[src/rtl/alu_multishift_sequencer.sv]
// Multi-cycle shift/rotate sequencer: expands one N-bit request into N single-bit
// steps on the shared ALU, feeding ALUOut back into the work register each cycle.
module alu_multishift_sequencer #(
   parameter int         DATA_WIDTH  = 32,
   parameter int         CNT_WIDTH   = 5,
   parameter logic [4:0] IDLE_FUNSEL = 5'b10000
) (
   input  logic                  i_clk,
   input  logic                  i_rst_n,
   input  logic                  i_start,
   input  logic                  i_abort,
   input  logic [DATA_WIDTH-1:0] i_operand,
   input  logic [CNT_WIDTH-1:0]  i_shift_amt,
   input  logic [2:0]            i_shift_type,
   input  logic                  i_width32,
   input  logic [DATA_WIDTH-1:0] i_alu_out,
   output logic [DATA_WIDTH-1:0] o_alu_a,
   output logic [4:0]            o_alu_funsel,
   output logic                  o_alu_wf,
   output logic                  o_busy,
   output logic                  o_done,
   output logic                  o_error,
   output logic [DATA_WIDTH-1:0] o_result
);

   typedef enum logic [1:0] {S_IDLE, S_SHIFT, S_DONE} state_t;

   state_t                r_state, w_next;
   logic [DATA_WIDTH-1:0] r_work, r_result;
   logic [CNT_WIDTH-1:0]  r_cnt;
   logic [3:0]            r_code;
   logic                  r_w32, r_error;
   logic                  w_valid, w_accept, w_last;
   logic [3:0]            w_code;

   // Shift types 000..100 map onto consecutive ALU codes 1011..1111.
   assign w_valid  = (i_shift_type <= 3'd4);
   assign w_code   = 4'd11 + {1'b0, i_shift_type};
   assign w_accept = (r_state == S_IDLE) && i_start && w_valid;
   assign w_last   = (r_cnt == CNT_WIDTH'(1));

   always_comb begin
      w_next = r_state;
      case (r_state)
         S_IDLE:  if (w_accept) w_next = (i_shift_amt == '0) ? S_DONE : S_SHIFT;
         S_SHIFT: if (i_abort) w_next = S_IDLE;
                  else if (w_last) w_next = S_DONE;
         S_DONE:  w_next = S_IDLE;
         default: w_next = S_IDLE;
      endcase
   end

   always_ff @(posedge i_clk or negedge i_rst_n) begin
      if (!i_rst_n) begin
         r_state  <= S_IDLE;
         r_work   <= '0;
         r_result <= '0;
         r_cnt    <= '0;
         r_code   <= '0;
         r_w32    <= 1'b0;
         r_error  <= 1'b0;
      end else begin
         r_state <= w_next;
         r_error <= (r_state == S_IDLE) && i_start && !w_valid;
         // Result is captured on entry to DONE so it is already valid alongside Done.
         if (w_accept) begin
            r_work <= i_operand;
            r_cnt  <= i_shift_amt;
            r_code <= w_code;
            r_w32  <= i_width32;
            if (i_shift_amt == '0) r_result <= i_operand;
         end else if (r_state == S_SHIFT && !i_abort) begin
            r_work <= i_alu_out;
            r_cnt  <= r_cnt - 1'b1;
            if (w_last) r_result <= i_alu_out;
         end
      end
   end

   assign o_alu_a      = r_work;
   assign o_busy       = (r_state == S_SHIFT);
   assign o_done       = (r_state == S_DONE);
   assign o_alu_wf     = (r_state == S_SHIFT);
   assign o_alu_funsel = (r_state == S_SHIFT) ? {r_w32, r_code} : IDLE_FUNSEL;
   assign o_error      = r_error;
   assign o_result     = r_result;

endmodule
[config.mk]
export PLATFORM = sky130hd
export DESIGN_NAME = alu_multishift_sequencer
export DESIGN_NICKNAME = d
export VERILOG_FILES = /design/src/rtl/alu_multishift_sequencer.sv
export SDC_FILE = /design/constraint.sdc
export NUM_CORES = 1
export LEC_CHECK = 0
export ABC_CLOCK_PERIOD_IN_PS = 1800
export BUFFER_PORTS_ARGS = -buffer_cell sky130_fd_sc_hd__buf_2
export CAP_MARGIN = 20
export CORE_UTILIZATION = 30
export DETAILED_ROUTE_END_ITERATION = 8
export PLACE_DENSITY = 0.65
export SKIP_CTS_REPAIR_TIMING = 1
export SKIP_LAST_GASP = 1
export SLEW_MARGIN = 25
export SYNTH_ARGS = -nofsm -noshare
export SYNTH_HDL_FRONTEND = slang
export SYNTH_SLANG_ARGS = --single-unit
[constraint.sdc]
create_clock -name i_clk -period 1.8 [get_ports i_clk]
set_input_delay 0.18 -clock i_clk [delete_from_list [all_inputs] [get_ports i_clk]]
set_output_delay 0.18 -clock i_clk [all_outputs]
set_load 0.02 [all_outputs]
==> run_results.csv, run 1 <==
group,metric,value,unit
clock_tree,cts_tree,"built",
timing,worst_pin_slew,0.539,ns
yosys,synth.distinct_cells,34,
place,numPortBuffers,149,
critical_path,critPathKind,"flop to flop",
critical_path,cp_num_buf_inv,3,
run,cap_violations,0,
drt,drt_iter0_drc,261,
final_layout,drive_above_1_share,0.385,
clock_tree,clock-sinks,77,
final_layout,diodes,0,
global_route,use_met1,0.199,
pwr,leakage,2.42,nW
drt,drt-total-wl,10.2,mm
die,die_area,12400,sq um
critical_path,r2r_start,"r_cnt[0]$_DFFE_PN0P_",
timing,min_period_over_period,0.934,
timing,whs,0.0448,ns
yosys,syn_inst,355,
critical_path,critPathCaptureType,"flop",
place,place_ws,-0.317,ns
timing,worst_slack,0.118,ns
critical_path,startpoint_type,"flop",
critical_path,arrival,1.90,ns
die,ios,150,
timing,period_minus_slack,1.68,ns
yosys,yosys_warnings,0,
clock_tree,cts.clk_slew.worst_paths,0.06,ns
timing,slew_headroom,0.641,
critical_path,critPathTopFamily,"buffers and inverters",
clock_tree,cts_made_buffers,9,
timing,clock_skew,0.00864,ns
drt,wl_per_cell,15.2,um
yosys,seq_area_frac_synth,0.539,
hold_path,hold_start,"i_width32",
final_layout,fin_nets,601,
critical_path,required,2.02,ns
critical_path,critPathMaxFanout,13,
global_route,grt_use_met2,0.280,
yosys,synth_nets,436,
final_layout,syn_to_final_growth,40.3,%
die,die_h,111,um
yosys,ys_ff_latch,77,
clock_tree,cts.path.max_buffers,2,
global_route,grt_usage,0.167,
die,die_x,111,um
clock_tree,insertion_delay,0.33,ns
timing,final-setup-viol-count,0,
global_route,overflow,0,
drt,antenna_left,0,
global_route,grt_pass1_wl,16.4,mm
drt,drc_errors,20,
yosys,avgSynthCellArea,10.1,sq um
drt,viasPerCell,4.92,
global_route,grt_max_degree,41,
critical_path,slowest_stage,"dfrtp_1",
pwr,pwr_density_cell,1500,nW/um^2
die,core_area,11500,sq um
final_layout,layout_commonest_cell,"buf_2",
final_layout,final_cell_mix,"buf_2 (148), dfrtp_1 (77), nand2_1 (74), nor2_1 (40), o21a_1 (33)",
clock_tree,cts_root_buf,"clkbuf_16",
place,hpwl,7.20,mm
global_route,gr-usage-met3,0.0459,
pwr,peakVddDrop,0.736,mV
status,status,"complete, but fails checks",
drt,detail_route.first_pass.iterations,6,
timing,maxSlewViolCount,0,
final_layout,ff_latch_area,1930,sq um
status,violations,"DRC",
final_layout,final.fill_count,1133,
critical_path,crit_chain,"ha_1, nor4b_2, buf_4, nand2_2, buf_8, nand2_4, clkbuf_16, o21a_1",
global_route,grt_antenna_before_repair,0,
die,initial_utilization,0.310,
clock_tree,htreeDepth,3,
timing,finalHoldViolCount,0,
global_route,top_usage_layer,"met2",
timing,fmax,595,MHz
hold_path,hold_path.class,"input port to flop",
final_layout,multiInputGateArea,1490,sq um
critical_path,crit_start,"r_cnt[0]$_DFFE_PN0P_",
place,gp_congestion,0.778,
global_route,grt_pass1_vias,3360,
critical_path,critPathMaxStageDelay,0.38,ns
yosys,netlist_area,3570,sq um
timing,rsz0062_at_grt,"false",
die,num_rows,39,
drt,vias,3289,
[path summary, 6_finish.rpt]
| check | slack (ns) | endpoint | cells past startpoint |
|---|---|---|---|
| max reg2reg | 0.12 | o_result[31]$_DFFE_PN0P_ | 8 |
| min in group asynchronous | 0.38 | o_alu_a[6]$_DFFE_PN0P_ | 2 |
| max | 0.12 | o_result[31]$_DFFE_PN0P_ | 8 |
| max in group asynchronous | 0.82 | r_code[3]$_DFFE_PN0P_ | 3 |
| min | 0.04 | r_w32$_DFFE_PN0P_ | 3 |
| min reg2reg | 0.46 | r_w32$_DFFE_PN0P_ | 2 |
[metal layers]
layer	vias to the layer above	wire length (um)
met3	11	737
li1	1577	-
met2	129	4910
met5	-	0
met4	0	134
met1	1572	4400
[Yosys cell counts (all sizes together)]
cell	n	area, sq um
xor2	1	8.76
o21ai	3	15.0
buf	20	140
and2	4	25.0
o21bai	1	7.51
nand3	2	22.5
o211ai	1	7.51
nor3	1	5.00
xnor2	1	8.76
ha	4	50.1
nor2	40	150
nor4	2	18.8
dfrtp	77	1930
nor3b	1	18.8
a221o	2	20.0
o22a	32	280
or3b	1	8.76
o21a	33	248
nor2b	2	12.5
nor4b	2	32.5
nand2	76	288
a22oi	1	7.51
a21oi	3	15.0
or4b	1	10.0
inv	6	22.5
nand2b	1	6.26
a31oi	32	200
clkbuf	5	18.8
[cell type report]
class | instances | share of cell area
clock inverter | 3 | 0.0135
tap | 143 | 0.0357
inverter | 6 | 0.00449
timing repair buffer | 179 | 0.214
clock buffer | 13 | 0.0519
multi-input combinational | 247 | 0.296
sequential | 77 | 0.384
[registers in the layout, summed over array words and instances (netlist names)]
name,cells
o_error,1
r_state,2
o_result,32
r_cnt,5
o_alu_a,32
r_w32,1
r_code,4
[cells by family (layout without fill, tap and decap cells)]
| family | Yosys count | after routing | synth area share |
|---|---|---|---|
| AO/OA/AOI/OAI | 108 | 108 | 0.224 |
| XOR/XNOR | 2 | 2 | 0.00490 |
| adder cells (fa/ha/maj) | 4 | 4 | 0.0140 |
| buffers and inverters | 31 | 201 | 0.0508 |
| flip-flops | 77 | 77 | 0.539 |
| AND/OR/NAND/NOR | 133 | 133 | 0.167 |
[through the flow]
stage | setup TNS, ns | util | instances | cell area, sq um | total power [W]
after detailed placement | -13.72 | 0.401 | 650 | 4620 | 0.00556
after floorplan | 0 | - | 355 | 3570 | 0.00443
after global routing | 0 | 0.435 | 668 | 5010 | 0.00793
after global placement | -11.91 | 0.401 | 650 | 4620 | 0.00550
final | 0 | 0.435 | 668 | 5010 | 0.00752
after CTS | -0.521 | 0.429 | 666 | 4940 | 0.00758
[worst register-to-register path, stage by stage, from the launching register on]
cell       delay, ns
dfrtp_1         0.38
ha_1            0.20
nor4b_2         0.15
buf_4           0.14
nand2_2         0.11
buf_8           0.15
nand2_4         0.08
clkbuf_16       0.19
o21a_1          0.17
[power by group]
group	switching (W)	leakage (nW)	internal, W	total, W
combinational	0.00163	1.35	0.00111	0.00274
clock	0.000699	0.156	0.00129	0.00199
sequential	0.000380	0.920	0.00240	0.00279
(Power assumes the default switching activity.)
==> inputs of run 2 (changes only) <==
- CORE_UTILIZATION: 30 -> 45
- HOLD_SLACK_MARGIN: not set -> 0.15
- PLACE_DENSITY: 0.65 -> 0.87
==> run_results.csv, run 2 (same netlist as run 1, synthesis figures left out) <==
group,metric,value,unit
status,status,"finished clean",
pwr,pwr_density_cell,1290,nW/um^2
pwr,peakVddDrop,0.782,mV
global_route,grt_pass1_vias,3378,
drt,antenna_left,0,
critical_path,critPathCaptureType,"flop",
drt,vias,3787,
clock_tree,cts.clk_slew.worst_paths,0.09,ns
critical_path,critPathKind,"flop to flop",
timing,clock_skew,0.00734,ns
timing,maxSlewViolCount,0,
critical_path,critPathMaxFanout,13,
clock_tree,cts_root_buf,"clkbuf_8",
global_route,grt_usage,0.235,
timing,fmax,572,MHz
global_route,grt_pass1_wl,15.5,mm
final_layout,final_cell_mix,"buf_2 (148), dfrtp_1 (77), nand2_1 (74), dlygate4sd3_1 (66), nor2_1 (40)",
hold_path,hold_path.class,"input port to flop",
timing,min_period_over_period,0.971,
run,cap_violations,0,
timing,worst_pin_slew,0.453,ns
drt,drt-total-wl,12.0,mm
drt,drt_iter0_drc,216,
final_layout,stdcell_area,5520,sq um
clock_tree,htreeDepth,3,
clock_tree,cts.path.max_buffers,2,
pwr,p_total,0.00712,W
timing,whs,0.122,ns
global_route,grt_antenna_before_repair,0,
place,place_area,4550,sq um
die,die_area,8300,sq um
pwr,leakage,2.66,nW
critical_path,required,2.03,ns
timing,worst_slack,0.0529,ns
die,core_area,7690,sq um
place,hpwl,6.79,mm
timing,final-setup-viol-count,0,
timing,period_minus_slack,1.75,ns
die,ios,150,
final_layout,drive_above_1_share,0.344,
die,num_rows,32,
final_layout,layout_commonest_cell,"buf_2",
final_layout,diodes,0,
place,numPortBuffers,149,
critical_path,arrival,1.97,ns
final_layout,utilization,0.717,
die,die_x,91.1,um
clock_tree,cts_tree,"built",
drt,viasPerCell,5.47,
clock_tree,clock-sinks,77,
global_route,grt_max_degree,57,
die,die_h,91.1,um
critical_path,startpoint_type,"flop",
place,gp_congestion,0.843,
die,initial_utilization,0.465,
drt,wl_per_cell,17.3,um
timing,slew_headroom,0.698,
timing,rsz0062_at_grt,"true",
clock_tree,cts_made_buffers,9,
timing,finalHoldViolCount,0,
clock_tree,insertion_delay,0.34,ns
place,place_ws,-0.238,ns
drt,detail_route.first_pass.iterations,7,
global_route,overflow,0,
drt,drc_errors,0,
final_layout,fin_nets,666,
final_layout,syn_to_final_growth,54.3,%
## run 2: cell count changes in the layout (fill, tap and decap cells not counted), moves of 2 or more
cell / delta
clkbuf_16: -7
clkbuf_8: +8
buf_6: -2
dlygate4sd3_1: +65
## run 2: final timing paths
kind                                     startpoint                        to  slack, ns  cells after the start
setup reg to reg               r_cnt[1]$_DFFE_PN0P_  o_result[20]$_DFFE_PN0P_       0.05                      8
hold reg to reg            o_result[23]$_DFFE_PN0P_  o_result[23]$_DFFE_PN0P_       0.50                      1
max in group asynchronous                   i_rst_n      r_cnt[3]$_DFFE_PN0P_       0.94                      3
hold / removal                        i_operand[15]   o_alu_a[15]$_DFFE_PN0P_       0.12                      3
min in group asynchronous                   i_rst_n   o_result[3]$_DFFE_PN0P_       0.20                      2
setup / recovery               r_cnt[1]$_DFFE_PN0P_  o_result[20]$_DFFE_PN0P_       0.05                      8
## run 2: where the power goes
group	leakage [nW]	total, W	internal, W	switching (W)
logic	1.64	0.00296	0.00121	0.00174
clock network	0.0959	0.00134	0.000682	0.000654
registers	0.920	0.00283	0.00240	0.000427
total	2.66	0.00712	0.00430	0.00283
## run 2: layer usage
| metal | wire length, um | up-vias | track usage |
|---|---|---|---|
| li1 | - | 1707 | - |
| met5 | 0 | - | 0 |
| met1 | 4630 | 1818 | 0.281 |
| met4 | 420 | 0 | 0.0873 |
| met2 | 6110 | 223 | 0.406 |
| met3 | 810 | 39 | 0.0620 |
## run 2: area by class of cell
type	count	area, sq um
Clock buffer	11	141
Clock inverter	5	58.8
Fill cell	548	2170
Inverter	6	22.5
Multi-Input combinational cell	247	1500
Sequential cell	77	1930
Tap cell	102	128
Timing Repair Buffer	244	1740
## run 2: metrics by stage
step / setup TNS, ns / std cells
after floorplan: 0 / 355
after global placement: -10.01 / 607
after detailed placement: -13.39 / 607
after CTS: -1.73 / 623
after global routing: -0.109 / 692
final: 0 / 692
## run 2: critical path, stage by stage, from the launching register on
cell and delay [ns]:
dfrtp_1 0.41, inv_1 0.10, ha_1 0.15, nor4b_4 0.19, buf_4 0.17, nand2_4 0.08
clkbuf_16 0.20, o22a_1 0.21, o21a_1 0.12
==> inputs of run 3 (changes only) <==
- CORE_MARGIN: not set -> 10
- MAX_ROUTING_LAYER: not set -> met4
==> run_results.csv, run 3 (same netlist as run 1, synthesis figures left out) <==
group,metric,value,unit
status,status,"finished clean",
final_layout,drive_above_1_share,0.334,
critical_path,critPathMaxStageDelay,0.42,ns
final_layout,syn_to_final_growth,52.9,%
drt,viasPerCell,5.40,
pwr,leakage,2.61,nW
clock_tree,htreeDepth,3,
timing,slew_headroom,0.712,
hold_path,hold_start,"i_operand[30]",
place,numPortBuffers,149,
pwr,switching_share,0.386,
critical_path,critPathMaxFanout,7,
timing,finalHoldViolCount,0,
clock_tree,cts_root_buf,"clkbuf_8",
final_layout,layout_commonest_cell,"buf_2",
drt,detail_route.first_pass.iterations,4,
critical_path,arrival,1.52,ns
pwr,peakVddDrop,0.791,mV
timing,period_minus_slack,1.70,ns
global_route,grt_pass1_wl,16.8,mm
place,hpwl,8.11,mm
critical_path,slowest_stage,"dfrtp_1",
clock_tree,clock-sinks,77,
drt,vias,3723,
critical_path,crit_chain,"buf_4, nor2b_2, and2_1, buf_2",
timing,worst_pin_slew,0.433,ns
run,cap_violations,0,
place,place_inst,602,
timing,min_period_over_period,0.945,
clock_tree,cts_tree,"built",
pwr,internal_power,0.00441,W
final_layout,fin_cells,689,
pwr,netSwitchingPower,0.00277,W
critical_path,critPathKind,"flop to output port",
pwr,p_comb_frac,0.411,
critical_path,critPathCaptureType,"output port",
timing,final-setup-viol-count,0,
timing,clock_skew,0.00688,ns
critical_path,crit_start,"r_state[1]$_DFFE_PN0P_",
timing,maxSlewViolCount,0,
global_route,grt_max_degree,76,
pwr,pwr_density_cell,1310,nW/um^2
hold_path,hold_path.class,"input port to flop",
global_route,grt_pass1_vias,3465,
die,die_x,109,um
place,gp_congestion,0.836,
die,num_rows,32,
drt,drc_errors,0,
die,initial_utilization,0.463,
critical_path,required,1.62,ns
drt,drt-total-wl,12.7,mm
die,die_area,11900,sq um
die,core_area,7730,sq um
timing,worst_slack,0.0999,ns
timing,fmax,588,MHz
pwr,power_frac_seq,0.390,
drt,drt_iter0_drc,182,
critical_path,startpoint_type,"flop",
timing,tns,0,ns
final_layout,final_cell_mix,"buf_2 (148), dfrtp_1 (76), nand2_1 (75), dlygate4sd3_1 (67), nor2_1 (40)",
critical_path,r2r_start,"r_cnt[1]$_DFFE_PN0P_",
die,ios,150,
global_route,grt_usage,0.180,
clock_tree,cts.clk_slew.worst_paths,0.07,ns
clock_tree,cts.path.max_buffers,2,
final_layout,fin_nets,660,
global_route,grt_antenna_before_repair,2,
global_route,overflow,0,
drt,wl_per_cell,18.5,um
place,place_ws,-0.258,ns
pwr,clkPwrFrac,0.199,
drt,antenna_left,0,
clock_tree,insertion_delay,0.34,ns
die,die_h,109,um
clock_tree,cts_made_buffers,9,
[run 3: final timing paths]
check                           slack, ns  cells past startpoint                        to
max in group asynchronous            0.94                      3    r_state[0]$_DFFE_PN0P_
worst min-delay path                 0.14                      3   o_alu_a[30]$_DFFE_PN0P_
worst min register to register       0.48                      2     r_code[2]$_DFFE_PN0P_
worst max register to register        0.1                      8  o_result[11]$_DFFE_PN0P_
worst max-delay path                  0.1                      4           o_alu_funsel[0]
min in group asynchronous            0.32                      2    o_alu_a[4]$_DFFE_PN0P_
[run 3: power groups by stage]
stage / Combinational, W / Clock (W) / Sequential, W
floorplan: 0.000908 / 0 / 0.00352
finish: 0.00295 / 0.00143 / 0.00280
detailed placement: 0.00278 / 0 / 0.00279
global route: 0.00319 / 0.00151 / 0.00287
global placement: 0.00272 / 0 / 0.00276
CTS: 0.00279 / 0.00144 / 0.00276
[run 3: worst max-delay path: cells and delay by family, from the launching register on]
family / cells / cell delay (ns)
buffers and inverters: 2 / 0.34
and+or+nand+nor: 2 / 0.42
DFF: 1 / 0.42
[run 3: cell type report]
class	instances	area [sq um]
Tap cell	102	128
Multi-Input combinational cell	247	1490
Fill cell	556	2260
Antenna cell	4	10.0
Inverter	6	22.5
Sequential cell	77	1930
Clock buffer	11	141
Timing Repair Buffer	238	1680
Clock inverter	4	72.6
[run 3: metal layers]
metal | vias up | part of all wire | global-route usage
met5 | - | 0 | -
met4 | 0 | 0.023 | 0.0499
met3 | 31 | 0.081 | 0.0555
met2 | 171 | 0.51 | 0.294
met1 | 1824 | 0.38 | 0.210
li1 | 1697 | - | -
[run 3: stage by stage]
step	hold WS (ns)	cell area, sq um	power [W]	util
final	0.140	5470	0.00718	0.707
after global routing	0.153	5460	0.00757	0.707
after CTS	-0.219	4740	0.00700	0.613
after detailed placement	0.159	4520	0.00557	0.585
after global placement	0.156	4520	0.00547	0.585
after floorplan	-0.116	3570	0.00443	-
